`src/rtl/plru_tree_victim_if.sv`:
```
// Request/response bundle between the TLB lookup/refill controller and the tree-PLRU victim engine.
// The controller is the master; the engine is the slave. Responses are registered, with no backpressure.
interface plru_tree_victim_if #(
    parameter int WAYS = 32
);
    localparam int IW = $clog2(WAYS);

    logic            flush;
    logic            access;
    logic [IW-1:0]   access_idx;
    logic            compare;
    logic [WAYS-1:0] valid_vec;
    logic [WAYS-1:0] lock_vec;
    logic [IW-1:0]   victim_idx;
    logic            victim_valid;
    logic            victim_none;

    modport master (
        output flush, access, access_idx, compare, valid_vec, lock_vec,
        input  victim_idx, victim_valid, victim_none
    );

    modport slave (
        input  flush, access, access_idx, compare, valid_vec, lock_vec,
        output victim_idx, victim_valid, victim_none
    );
endinterface

```
`src/rtl/plru_tree_victim.sv`:
```
// Tree pseudo-LRU victim picker. It prefers free entries and never selects pinned entries.
// Latency is one cycle from compare to victim_valid. There is no backpressure: every compare yields one pulse.
module plru_tree_victim #(
    parameter  int WAYS = 32,
    localparam int IW   = $clog2(WAYS)
) (
    input  logic              clk,
    input  logic              rst,
    plru_tree_victim_if.slave bus
);

    // Heap-indexed tree: node n has children 2n and 2n+1. The leaf for way i is WAYS+i.
    logic [WAYS-1:1] tree_q, tree_d;
    logic [IW-1:0]   victim_idx_q, victim_idx_d;
    logic            victim_valid_q, victim_valid_d;
    logic            victim_none_q, victim_none_d;

    logic [IW-1:0]   sel_idx;
    logic            sel_none;

    function automatic int node_depth(input int n);
        return $clog2(n + 1) - 1;
    endfunction

    always_comb begin : victim_select
        logic [2*WAYS-1:1] all_lock;
        logic [2*WAYS-1:1] reach;
        logic              go_right;
        logic              free_hit;
        logic [IW-1:0]     free_idx;
        logic [IW-1:0]     walk_idx;

        all_lock = '0;
        reach    = '0;
        go_right = 1'b0;
        free_hit = 1'b0;
        free_idx = '0;
        walk_idx = '0;
        sel_idx  = '0;
        sel_none = 1'b0;

        for (int i = 0; i < WAYS; i++) begin
            all_lock[WAYS+i] = bus.lock_vec[i];
        end
        for (int n = WAYS - 1; n >= 1; n--) begin
            all_lock[n] = all_lock[2*n] & all_lock[2*n+1];
        end

        // Follow the node bits. Detour only when the preferred subtree is fully pinned.
        reach[1] = 1'b1;
        for (int n = 1; n < WAYS; n++) begin
            go_right       = tree_q[n] ? !all_lock[2*n+1] : all_lock[2*n];
            reach[2*n]     = reach[n] & ~go_right;
            reach[2*n+1]   = reach[n] & go_right;
        end
        for (int i = 0; i < WAYS; i++) begin
            if (reach[WAYS+i]) begin
                walk_idx = IW'(i);
            end
        end

        for (int i = WAYS - 1; i >= 0; i--) begin
            if (!bus.valid_vec[i] && !bus.lock_vec[i]) begin
                free_hit = 1'b1;
                free_idx = IW'(i);
            end
        end

        sel_none = all_lock[1];
        if (sel_none) begin
            sel_idx = '0;
        end else if (free_hit) begin
            sel_idx = free_idx;
        end else begin
            sel_idx = walk_idx;
        end
    end

    always_comb begin : tree_update
        logic [IW:0] leaf;

        leaf   = {1'b1, bus.access_idx};
        tree_d = tree_q;
        if (bus.flush) begin
            tree_d = '0;
        end else if (bus.access) begin
            // A node is on the path if the leaf's ancestor at its depth is that node. Each such node points away from the branch taken.
            for (int n = 1; n < WAYS; n++) begin
                if ((leaf >> (IW - node_depth(n))) == (IW+1)'(n)) begin
                    tree_d[n] = ~bus.access_idx[IW-1-node_depth(n)];
                end
            end
        end
    end

    always_comb begin : out_next
        victim_valid_d = bus.compare;
        victim_idx_d   = victim_idx_q;
        victim_none_d  = victim_none_q;
        if (bus.compare) begin
            victim_idx_d  = sel_idx;
            victim_none_d = sel_none;
        end
    end

    always_ff @(posedge clk) begin
        if (rst) begin
            tree_q         <= '0;
            victim_idx_q   <= '0;
            victim_valid_q <= 1'b0;
            victim_none_q  <= 1'b0;
        end else begin
            tree_q         <= tree_d;
            victim_idx_q   <= victim_idx_d;
            victim_valid_q <= victim_valid_d;
            victim_none_q  <= victim_none_d;
        end
    end

    assign bus.victim_idx   = victim_idx_q;
    assign bus.victim_valid = victim_valid_q;
    assign bus.victim_none  = victim_none_q;

endmodule

```
`src/flat_wrapper.sv`:
```
// flat-port wrapper written by rule: the top's interface ports become plain ports
module plru_tree_victim_flat 
#(
    parameter  int WAYS = 32,
    localparam int IW   = $clog2(WAYS)
)
  (clk, rst, bus_flush, bus_access, bus_access_idx, bus_compare, bus_valid_vec, bus_lock_vec, bus_victim_idx, bus_victim_valid, bus_victim_none);
  plru_tree_victim_if #(.WAYS(WAYS)) bus_i ();
  input  logic clk;
  input  logic rst;
  input wire logic [$bits(bus_i.flush)-1:0] bus_flush;
  input wire logic [$bits(bus_i.access)-1:0] bus_access;
  input wire logic [$bits(bus_i.access_idx)-1:0] bus_access_idx;
  input wire logic [$bits(bus_i.compare)-1:0] bus_compare;
  input wire logic [$bits(bus_i.valid_vec)-1:0] bus_valid_vec;
  input wire logic [$bits(bus_i.lock_vec)-1:0] bus_lock_vec;
  output wire logic [$bits(bus_i.victim_idx)-1:0] bus_victim_idx;
  output wire logic [$bits(bus_i.victim_valid)-1:0] bus_victim_valid;
  output wire logic [$bits(bus_i.victim_none)-1:0] bus_victim_none;
  assign bus_i.flush = bus_flush;
  assign bus_i.access = bus_access;
  assign bus_i.access_idx = bus_access_idx;
  assign bus_i.compare = bus_compare;
  assign bus_i.valid_vec = bus_valid_vec;
  assign bus_i.lock_vec = bus_lock_vec;
  assign bus_victim_idx = bus_i.victim_idx;
  assign bus_victim_valid = bus_i.victim_valid;
  assign bus_victim_none = bus_i.victim_none;
  plru_tree_victim #(.WAYS(WAYS)) u_core (.clk(clk), .rst(rst), .bus(bus_i));
endmodule
```
`config.mk`:
```
export PLATFORM = sky130hd
export DESIGN_NAME = plru_tree_victim_flat
export DESIGN_NICKNAME = d
export VERILOG_FILES = /design/src/rtl/plru_tree_victim_if.sv /design/src/rtl/plru_tree_victim.sv /design/src/flat_wrapper.sv
export SDC_FILE = /design/constraint.sdc
export NUM_CORES = 1
export LEC_CHECK = 0
export ABC_AREA = 1
export CORE_MARGIN = 2
export CORE_UTILIZATION = 43
export DETAILED_ROUTE_END_ITERATION = 8
export PLACE_DENSITY = 0.74
export SETUP_SLACK_MARGIN = 0.2
export SLEW_MARGIN = 0
export SYNTH_ARGS = -nofsm -noshare
export SYNTH_HDL_FRONTEND = slang
export SYNTH_SLANG_ARGS = --single-unit
```
`constraint.sdc`:
```
create_clock -name clk -period 2.4 [get_ports clk]
set_clock_uncertainty 0.05 [all_clocks]
set_input_delay 0.48 -clock clk [delete_from_list [all_inputs] [get_ports clk]]
set_output_delay 0.48 -clock clk [all_outputs]
set_load 0.01 [all_outputs]
```
==> out/qor.yml <==
outcome:
  status: "finished with violations"
  violations: "setup timing"
grt:
  overflow: 0
  grt_usage_pct: 27.9
  antenna_found_initial: 1
  grt_start_max_net_pins: 32
  grt_pass1_wl_mm: 15.7
  grt_pass1_vias: 3522
final_layout:
  layout-drive-gt1-share_pct: 31.6
  nets: 725
  design_area_um2: 4570
  multi_input_area_um2: 1940
  instances_no_fill: 727
  area_growth_pct: 70.2
  fillers: 455
  diodes: 0
  final-seq-area_um2: 761
  post-route-util_pct: 76.2
placement:
  dp.cells: 692
  io_buffers: 80
  hpwl_mm: 7.49
  dpl_cell_area_um2: 4050
  gp_congestion: 0.949
  place_ws_ns: -0.824
timing:
  hold_violations: 0
  slew_headroom_pct: 47.4
  worstMarginPinSlew_ns: 0.780
  setup_viol: 2
  rsz0062_at_grt: "yes"
  whs_ns: 0.416
  max_freq_mhz: 393
  fin_crit_ns: 2.54
  fin_ws_ns: -0.145
  min_period_over_period_pct: 106
  maxSlewViolCount: 0
critical_path:
  critPathKind: "in2reg"
  crit_buf_inv: 3
  crit_path_cell_trace: "clkdlybuf4s15_1 -> nand2_2 -> nor2_4 -> nand2_2 -> nand2_1 -> o21a_1 -> buf_4 -> nor3_2 -> inv_2 -> nor2_2 -> nand2_1 -> o21ai_2 -> nand2_1 -> nand3_2 -> o2111ai_2 -> nand4_1 -> nand3_2 -> nand3_2 -> a21oi_2 -> nand2_1 -> a21oi_2"
  required_ns: 2.57
  cpMostUsedCell: "nand2_1"
  worst_path_max_delay_cell: "clkdlybuf4s15_1"
  crit_fanout: 3
  startpoint_type: "input port"
  cp_slowest_stage_delay_ns: 0.20
  cp_num_cells: 21
  cp-end-kind: "flop"
  cp_data_arrival_time_ns: 2.71
  reg2reg_depth: 18
  crit_family: "simple AND/OR/NAND/NOR gates"
cts:
  cts.sinks: 38
  tritoncts: "built"
  htreeDepth: 2
  ctsLongestPathBuffers: 2
  cts_buffers: 5
  path_clk_slew_ns: 0.09
  cts_hold_buf: 0
  clk_latency_ns: 0.31
  cts-root-buf: "clkbuf_8"
synth:
  synth-warning-count: 0
  yosysUniqueCellTypes: 30
  ys_ff_latch: 38
  ys_seq_area_share_pct: 28.3
  avgSynthCellArea_um2: 5.60
  postSynthCellCount: 479
  syn_nets: 553
  syn_area_um2: 2680
detailed_routing:
  antenna_left: 0
  routedLengthMet1_mm: 4.23
  drt-wirelength-per-cell_um: 14.6
  top_layer_used: "met5"
  drc: 0
  drt_iter0_markers: 236
  wl_mm: 10.6
  drt_pre_antenna_iters: 5
  viasPerCell: 5.33
  met2_length_mm: 5.22
  num_vias: 3873
  route.met3.wl_um: 877
floorplanning:
  initial_utilization_pct: 44.8
  die_w_um: 83
  dieArea_um2: 6890
  core_area_um2: 5990
  num_rows: 28
  pin_count: 81
  die_h_um: 83
pwr:
  p_leak_nw: 2.03
  power_density_nw_per_um2: 407
  ir_drop_v: 0.000318
hold_path:
  min_path_type: "reg2reg"
  holdPathStages: 2
run:
  drv_cap: 0
-- per-layer routing --
| metal | track usage [%] | vias up |
|---|---|---|
| met2 | 49.4 | 185 |
| met4 | 11.0 | 2 |
| li1 | - | 1870 |
| met3 | 5.17 | 33 |
| met1 | 33.2 | 1783 |
| met5 | 0 | - |
-- metrics by stage --
stage | power (mW) | TNS [ns]
after detailed placement | 1.12 | -2.32
after global routing | 1.92 | -0.319
after floorplan | 0.849 | 0
after global placement | 1.11 | -2.13
after CTS | 1.82 | -0.0898
final | 1.86 | -0.146
-- path summary, 6_finish.rpt --
path                            start                  endpoint  slack (ns)
max                   bus_lock_vec[1]  u_core.bus.victim_idx[0]       -0.14
min          u_core.bus.victim_idx[2]  u_core.bus.victim_idx[2]        0.42
max reg2reg          u_core.tree_q[2]  u_core.bus.victim_idx[0]        0.03
min reg2reg  u_core.bus.victim_idx[2]  u_core.bus.victim_idx[2]        0.42
-- worst reg2reg max path, stage by stage (launching register included) --
cell and delay, ns:
dfxtp_1 0.30, inv_1 0.14, nand2_1 0.12, o21a_1 0.15, buf_4 0.15, nor3_2 0.20, inv_2 0.09, nor2_2 0.18
nand2_1 0.10, o21ai_2 0.08, nand2_1 0.10, nand3_2 0.08, o2111ai_2 0.09, nand4_1 0.11, nand3_2 0.09, nand3_2 0.09
a21oi_2 0.06, nand2_1 0.07, a21oi_2 0.05
-- final cells by class --
type	instances	share of cell area, %
Multi-Input combinational cell	366	42.4
Timing Repair Buffer	173	30.3
Sequential cell	38	16.7
Inverter	67	5.51
Tap cell	75	2.05
Clock buffer	5	1.51
Clock inverter	3	1.51
-- flip-flops by register name (all words and copies together), names as in the netlist --
| name | cells |
|---|---|
| u_core.bus.victim_valid | 1 |
| u_core.bus.victim_none | 1 |
| u_core.tree_q | 31 |
| u_core.bus.victim_idx | 5 |
-- Yosys cell counts --
cell,instances,area [um2]
a2111oi_0,1,8.76
a211oi_1,7,52.6
a21oi_1,31,155
a21oi_2,2,17.5
a31oi_1,2,12.5
clkbuf_1,8,30.0
clkinv_1,1,3.75
dfxtp_1,38,761
inv_1,65,244
inv_2,1,3.75
mux2i_1,1,10.0
nand2_1,142,533
nand3_1,18,90.1
nand3_2,1,10.0
nand4_1,3,18.8
nor2_1,96,360
nor2_2,3,18.8
nor3_1,6,30.0
nor4_1,1,6.26
o2111ai_1,1,8.76
o211ai_1,9,67.6
o21a_1,1,7.51
o21ai_0,28,140
o21ai_1,1,5.00
o21ai_2,1,8.76
o21bai_1,4,30.0
o311ai_0,2,17.5
o31ai_1,1,7.51
or2_1,1,6.26
or2_2,3,18.8
-- what timing repair did --
item                                    CTS  global route
hold endpoints to repair                  0             0
pin swaps                                78            75
resized for setup                       146            60
endpoints found under the setup margin    4             4
buffers inserted                         21             6
-- cell usage in the layout (no fill, tap or decap), drive strengths merged --
cell type	instances
a2111oi	1
a211oi	7
a21oi	33
a31oi	2
buf	106
bufinv	2
clkbuf	18
clkdlybuf4s15	10
clkdlybuf4s50	41
clkinv	2
dfxtp	38
dlygate4sd2	3
inv	66
mux2i	1
nand2	142
nand3	19
nand4	3
nor2	99
nor3	6
nor4	1
o2111ai	1
o211ai	9
o21a	1
o21ai	30
o21bai	4
o311ai	2
o31ai	1
or2	4
-- logic make-up (layout without fill, tap and decap cells) --
family	Yosys count	after routing	share of synthesized area [%]
AND/OR/NAND/NOR	274	274	40.7
AO/OA/AOI/OAI	91	91	20.1
buffers and inverters	75	248	10.5
flip-flops	38	38	28.3
multiplexers	1	1	0.373
-- where the power goes --
group / total, mW / internal, mW / switching (mW) / leakage, nW
clock: 0.690 / 0.417 / 0.273 / 0.0683
combinational: 0.522 / 0.256 / 0.265 / 1.65
sequential: 0.647 / 0.641 / 0.00624 / 0.308
total: 1.86 / 1.31 / 0.545 / 2.03
Power figures use the tool's default switching activity.
